$ cat src/rtl/arbitro_registrador.sv
// Round-robin write sequencer for a shared falling-edge `registrador`.
// One requester at a time is granted. Its word is latched at grant and presented on reg_d.
// reg_en is driven for exactly one cycle, then the winner gets a one-cycle ack.
// The sequencer waits for the winner to drop its request before it arbitrates again.
module arbitro_registrador #(
    parameter int unsigned N_REQ = 4,
    parameter int unsigned WIDTH = 8
) (
    input  logic                   clk,
    input  logic                   rstn,
    input  logic [N_REQ-1:0]       req,
    input  logic [N_REQ*WIDTH-1:0] data_in,
    output logic [N_REQ-1:0]       gnt,
    output logic [N_REQ-1:0]       ack,
    output logic                   reg_en,
    output logic [WIDTH-1:0]       reg_d,
    output logic                   busy,
    output logic [7:0]             wr_count
);

    localparam int unsigned IdxW = (N_REQ > 1) ? $clog2(N_REQ) : 1;

    typedef enum logic [1:0] {
        StIdle,
        StLoad,
        StAck,
        StRelease
    } state_e;

    state_e            state_q, state_d;
    logic [IdxW-1:0]   ptr_q, ptr_d;
    logic [IdxW-1:0]   win_q, win_d;
    logic [WIDTH-1:0]  hold_q, hold_d;
    logic [N_REQ-1:0]  gnt_q, gnt_d;
    logic [7:0]        cnt_q, cnt_d;

    logic              arb_found;
    logic [IdxW-1:0]   arb_idx;
    logic [IdxW-1:0]   arb_ptr_next;
    logic [WIDTH-1:0]  arb_data;
    logic [31:0]       cand;
    logic [IdxW-1:0]   cand_idx;

    // Round-robin search: first active request scanning ptr, ptr+1, ... modulo N_REQ.
    always_comb begin
        arb_found = 1'b0;
        arb_idx   = '0;
        cand      = '0;
        cand_idx  = '0;
        for (int unsigned k = 0; k < N_REQ; k++) begin
            cand = 32'(ptr_q) + k;
            if (cand >= N_REQ) begin
                cand = cand - N_REQ;
            end
            cand_idx = IdxW'(cand);
            if (!arb_found && req[cand_idx]) begin
                arb_found = 1'b1;
                arb_idx   = cand_idx;
            end
        end
    end

    // Pointer moves just past the winner so it goes to the back of the line.
    always_comb begin
        if (arb_idx == IdxW'(N_REQ - 1)) begin
            arb_ptr_next = '0;
        end else begin
            arb_ptr_next = arb_idx + 1'b1;
        end
    end

    // Data word of the current arbitration winner.
    always_comb begin
        arb_data = '0;
        for (int unsigned k = 0; k < N_REQ; k++) begin
            if (arb_idx == IdxW'(k)) begin
                arb_data = data_in[k*WIDTH +: WIDTH];
            end
        end
    end

    // Next-state logic for the grant / load / ack / release sequence.
    always_comb begin
        state_d = state_q;
        ptr_d   = ptr_q;
        win_d   = win_q;
        hold_d  = hold_q;
        gnt_d   = gnt_q;
        cnt_d   = cnt_q;
        unique case (state_q)
            StIdle: begin
                if (arb_found) begin
                    state_d        = StLoad;
                    win_d          = arb_idx;
                    hold_d         = arb_data;
                    gnt_d          = '0;
                    gnt_d[arb_idx] = 1'b1;
                    ptr_d          = arb_ptr_next;
                end
            end
            StLoad: begin
                // The register has captured on the falling edge of this cycle.
                state_d = StAck;
                cnt_d   = cnt_q + 8'd1;
            end
            StAck: begin
                state_d = StRelease;
            end
            StRelease: begin
                // Only the winner's line matters here; other requests wait for IDLE.
                if (!req[win_q]) begin
                    state_d = StIdle;
                    gnt_d   = '0;
                end
            end
            default: begin
                state_d = StIdle;
                gnt_d   = '0;
            end
        endcase
    end

    // Controller state; reset abandons any in-flight write without an ack.
    always_ff @(posedge clk or negedge rstn) begin
        if (!rstn) begin
            state_q <= StIdle;
            ptr_q   <= '0;
            win_q   <= '0;
            hold_q  <= '0;
            gnt_q   <= '0;
            cnt_q   <= '0;
        end else begin
            state_q <= state_d;
            ptr_q   <= ptr_d;
            win_q   <= win_d;
            hold_q  <= hold_d;
            gnt_q   <= gnt_d;
            cnt_q   <= cnt_d;
        end
    end

    // Outputs decode the registered state, giving the register half a cycle of setup.
    always_comb begin
        gnt      = gnt_q;
        ack      = (state_q == StAck) ? gnt_q : '0;
        reg_en   = (state_q == StLoad);
        busy     = (state_q != StIdle);
        reg_d    = (state_q != StIdle) ? hold_q : '0;
        wr_count = cnt_q;
    end

endmodule

$ cat config.mk
export PLATFORM = sky130hd
export DESIGN_NAME = arbitro_registrador
export DESIGN_NICKNAME = d
export VERILOG_FILES = /design/src/rtl/arbitro_registrador.sv
export SDC_FILE = /design/constraint.sdc
export NUM_CORES = 1
export LEC_CHECK = 0
export CAP_MARGIN = 40
export CELL_PAD_IN_SITES_DETAIL_PLACEMENT = 2
export CELL_PAD_IN_SITES_GLOBAL_PLACEMENT = 2
export CORE_MARGIN = 5
export CORE_UTILIZATION = 25
export DETAILED_ROUTE_END_ITERATION = 10
export GPL_TIMING_DRIVEN = 0
export PLACE_DENSITY_LB_ADDON = 0.1
export SLEW_MARGIN = 20
export SYNTH_ARGS = -nofsm -noshare
export SYNTH_HDL_FRONTEND = slang
export SYNTH_SLANG_ARGS = --single-unit
$ cat constraint.sdc
create_clock -name clk -period 2.6 [get_ports clk]
set_input_delay 0.39 -clock clk [delete_from_list [all_inputs] [get_ports clk]]
set_output_delay 0.39 -clock clk [all_outputs]
set_load 0.02 [all_outputs]
# After elaboration in Yosys (flattened, before gate mapping)
# Index checks and enable logic that the tools add are counted.
# totals
reg_bits	26
word_cells	85
latch_bits	0
memories	0
romBits	0
out_inout_bits	26
mem_bits_rw	0
inputBits	38
# classes
magnitude_cmp	11
mul	0
mux	37
n_reduce_logical	14
div	0
n_shift	0
bitwise_logic	0
n_addsub	9
n_eq_ne	8
# op_table
op	n
$mux 8	5
$mux 2	11
$lt 2x3->1 const B	6
$mux 4	3
$bmux 1 s2	5
$mux 1	10
$ge 3x3->1 const B	3
$add 8x1->8 const B	1
$eq 2x2->1 const B	4
$pmux 2 s4	1
$pmux 4 s2	1
$sub 2x1->2 const B	4
$add 2x2->3 const B	2
$eq 2x1->1 const B	2
$logic_and 1x1->1	4
$logic_not 2->1	2
$ne 2x2->1 const B	2
$reduce_and 2->1	2
$reduce_bool 2->1	2
$add 2x1->3 const B	1
$ge 2x3->1 const B	1
$logic_not 1->1	3
$reduce_and 3->1	1
$add 2x1->2 const B	1
2 further kinds	2

# Longest topological paths before layout
# logic_depth
depth_word	20
mapped_depth	9
depth_no_buf	7

# Worst setup path after synthesis
# Ideal clock, no wire load.
# synth_path
path_type	register to register
startpoint	reg ptr_q[1]
endpoint	reg hold_q[6]
required_ns	2.520
setup_time_ns	0.080
path_buffers	2
arrival_time_ns	2.176
period_less_slack_ns	2.256
stages_incl_launch_ff	9
slack_ns	0.344
cell_sequence	dfrtp_1 > mux2i_1 > nor2_1 > or4_1 > ha_1 > clkbuf_1 > clkbuf_1 > a221o_1 > a2bb2oi_1
# synth_between
elab_chain_cells	19
elab_cells_between_ends	46
classes_between	7 x add/sub; 4 x order compare; 3 x eq/ne; 24 x mux; 8 x reduce/logical
# synth_rtl
element	line	text
from (decl)	31	logic [IdxW-1:0] ptr_q, ptr_d;
from (signal assigned)	134	ptr_q <= ptr_d;
branches (longest 19 deep; another with $add 2x1->3)	-	
to (signal assigned)	136	hold_q <= hold_d;
to (decl)	33	logic [WIDTH-1:0] hold_q, hold_d;
# Parallel ways; which one is timed is not known. The select of a mux whose other input is x is not followed.
# A chain may end at the register's enable or synchronous reset.

# Worst setup path in the final report
# layout_path
startpoint	in req[3]
endpoint	reg hold_q[2]
# layout_between
elab_chain_cells	17
elab_cells_between_ends	31
classes_between	3 x eq/ne; 20 x mux; 8 x reduce/logical
# layout_rtl
element	line	text
from (decl)	11	input logic [N_REQ-1:0] req,
$bmux 1 s2	56	if (!arb_found && req[cand_idx]) begin
$mux 1 (implied by the code)	56	
$mux 1	56	
$logic_not 1->1	56	
$logic_and 1x1->1	56	
$mux 1	56	
$logic_not 1->1	56	
$logic_and 1x1->1	56	
$mux 1	56	
$logic_not 1->1	56	
$logic_and 1x1->1	56	
$mux 2	56	
$logic_not 2->1	76	if (arb_idx == IdxW'(k)) begin
$mux 8 (4 in series)	76	
# Several ways; a longest one is shown, not always the timed one. The select of a mux whose other input is x is not followed.

==> results.sh <==
export IMPL_status="finished clean"
export IMPL_rsz0062_at_grt="false"
export IMPL_synth_area_top_cells="dfrtp_1, ha_1, a21oi_1"
export IMPL_cts_buffers_inserted=3
export IMPL_multi_input_area_um2=951
export IMPL_antenna_found_initial=0
export IMPL_timing_setup_tns_ns=0
export IMPL_fillers=690
export IMPL_power_per_cell_area_nw_per_um2=1110
export IMPL_globalRouteOverflowTotal=0
export IMPL_vias_per_cell=4.99
export IMPL_synth_top_area_cell="dfrtp_1"
export IMPL_crit_fanout=10
export IMPL_grt_max_degree=27
export IMPL_maxCapViolations=0
export IMPL_wl_mm=5.66
export IMPL_period_share=0.948
export IMPL_synthCells=177
export IMPL_clk_path_buf_depth=2
export IMPL_grt_usage=0.136
export IMPL_diodes=0
export IMPL_grt_pass1_wl_mm=9.11
export IMPL_drtPass1Iterations=4
export IMPL_synth_edf_count=0
export IMPL_power_leakage_uw=0.00107
export IMPL_cp_arrival_ns=2.67
export IMPL_dp_hpwl_mm=4.35
export IMPL_synthMostInstantiatedCell="dfrtp_1"
export IMPL_crit_type="input port to flop"
export IMPL_synth_seq_cells=26
export IMPL_die_area_um2=8380
export IMPL_ys_flop_type="dfrtp_1"
export IMPL_cts_hold_buf=0
export IMPL_tritoncts="done"
export IMPL_rows=29
export IMPL_core_area_um2=6420
export IMPL_setup_viol=0
export IMPL_synth_avg_cell_area_um2=9.39
export IMPL_ant_nets=0
export IMPL_crit_required_ns=2.80
export IMPL_clockRootBuffer="clkbuf_8"
export IMPL_first_iter_violations=28
export IMPL_fin_skew_ns=0.00229
export IMPL_die_x_um=91.6
export IMPL_syn_cell_area_um2=1660
export IMPL_seqCellArea_um2=651
export IMPL_yosysUniqueCellTypes=32
export IMPL_die_h_um=91.6
export IMPL_port_buffers=63
export IMPL_min_period_ns=2.47
export IMPL_drv_slew=0
export IMPL_ir_drop_uv=503
export IMPL_htreeDepth=1
export IMPL_synth_nets=224
export IMPL_wl_per_cell_um=17.7
export IMPL_gp_congestion=0.723
export IMPL_clk_latency_ns=0.27
export IMPL_max_slew_worst_pin_slew_ns=0.923
export IMPL_post_cts_buffers=0
export IMPL_drc=0
export IMPL_start_util=0.259
export IMPL_fin_ws_ns=0.134
export IMPL_grt_pass1_vias=1688
export IMPL_ios=64
export IMPL_finalHoldViolCount=0
export IMPL_cts_sinks=26
export IMPL_power_uw=2760
export IMPL_startpoint_type="input port"
export IMPL_hp_class="input port to async pin"
export IMPL_place_ws_ns=-0.840
export IMPL_vias=1598
export IMPL_nets=291
export IMPL_end_kind="flop"
export IMPL_clkTransAtPathRegs_ns=0.09
export IMPL_ys_warn_count=0
export IMPL_relSlewSlack=0.385
export IMPL_async_reset_ff_frac=1.00
export IMPL_synthTopCellsByCount="dfrtp_1, a21oi_1, inv_1"
export IMPL_fmax_mhz=406
export IMPL_syn2layout_area_growth_pct=49.0
export IMPL_drive_above_1_share=0.0905
export IMPL_yosysSeqAreaShare=0.391
export IMPL_ctsResizeCount=21
export IMPL_yosys_area_top_type_share=0.391
## per-layer routing
| layer | vias up | GRT usage | share of wire | wire length, um |
|---|---|---|---|---|
| met3 | 4 | 0.0314 | 0.051 | 290 |
| met4 | 0 | 0.0226 | 0.0058 | 33 |
| li1 | 774 | - | - | - |
| met2 | 41 | 0.228 | 0.48 | 2720 |
| met1 | 779 | 0.181 | 0.46 | 2610 |
| met5 | - | 0 | 0 | 0 |
## state kept, by name, indices dropped and copies added (netlist names)
register  count
win_q         2
wr_count      8
gnt           4
ptr_q         2
hold_q        8
state_q       2
## cell families (layout without fill, tap and decap cells)
kind of cell             after synthesis  after routing  share of synthesized area
AND/OR/NAND/NOR                       53             53                      0.187
AO/OA/AOI/OAI                         50             50                      0.217
flip-flops                            26             26                      0.391
buffers and inverters                 26             92                     0.0594
adder cells (fa/ha/maj)                9              9                     0.0677
XOR/XNOR                               7              7                     0.0369
multiplexers                           6              6                     0.0399
## path summary, 6_finish.rpt
kind                              from     endpoint  slack [ns]  cells after the start
setup / recovery                req[3]    hold_q[2]        0.13                      8
hold / removal                    rstn    hold_q[5]        0.11                      1
setup reg to reg              ptr_q[1]    hold_q[2]        0.17                      7
hold reg to reg            wr_count[7]  wr_count[7]        0.47                      1
max in group asynchronous         rstn   state_q[0]        2.09                      1
min in group clk           wr_count[7]  wr_count[7]        0.47                      1
## placed cells by master, fill, tap and decap left out, types with 2 or more instances in the layout
master / n
ha_1: 8
clkbuf_2: 3
nand3b_1: 8
nand4_1: 4
xor2_1: 3
clkbuf_8: 4
dlygate4sd2_1: 10
clkdlybuf4s50_1: 50
a2bb2oi_1: 9
xnor2_1: 4
or4_1: 2
buf_2: 2
nor2_1: 7
mux2_2: 5
dlymetal6s2s_1: 2
a31oi_1: 4
a221o_1: 8
nand2_1: 6
clkbuf_4: 2
inv_1: 17
o22ai_1: 4
and2_1: 5
nor2b_1: 14
dfrtp_1: 26
a21oi_1: 18
nand2b_1: 3
## stage by stage
step           cells   util  hold WS [ns]  instance area [um^2]
2_1_floorplan    177      -        0.0944                  1660
3_5_place_dp     317  0.372         0.443                  2390
4_1_cts          321  0.385         0.134                  2470
5_1_grt          320  0.386         0.159                  2480
6_report         320  0.386         0.112                  2480
3_3_place_gp     317  0.372         0.457                  2390
## power by group
part	internal (uW)	total, uW	switching, uW
sequential	586	747	161
clock	136	269	133
combinational	815	1740	928
## final cells by class
cell class                      count  area share
Inverter                           17      0.0258
Clock buffer                        4      0.0222
Multi-Input combinational cell    125       0.384
Timing Repair Buffer               63       0.249
Sequential cell                    26       0.263
Buffer                              8      0.0172
Tap cell                           77      0.0389
## worst max-delay path: stages
cell,delay (ns)
dlygate4sd2_1,0.39
nand2b_1,0.15
a21oi_1,0.12
or4_1,0.53
ha_1,0.33
clkbuf_4,0.23
a221o_1,0.34
a2bb2oi_1,0.17
(Power assumes the default switching activity.)
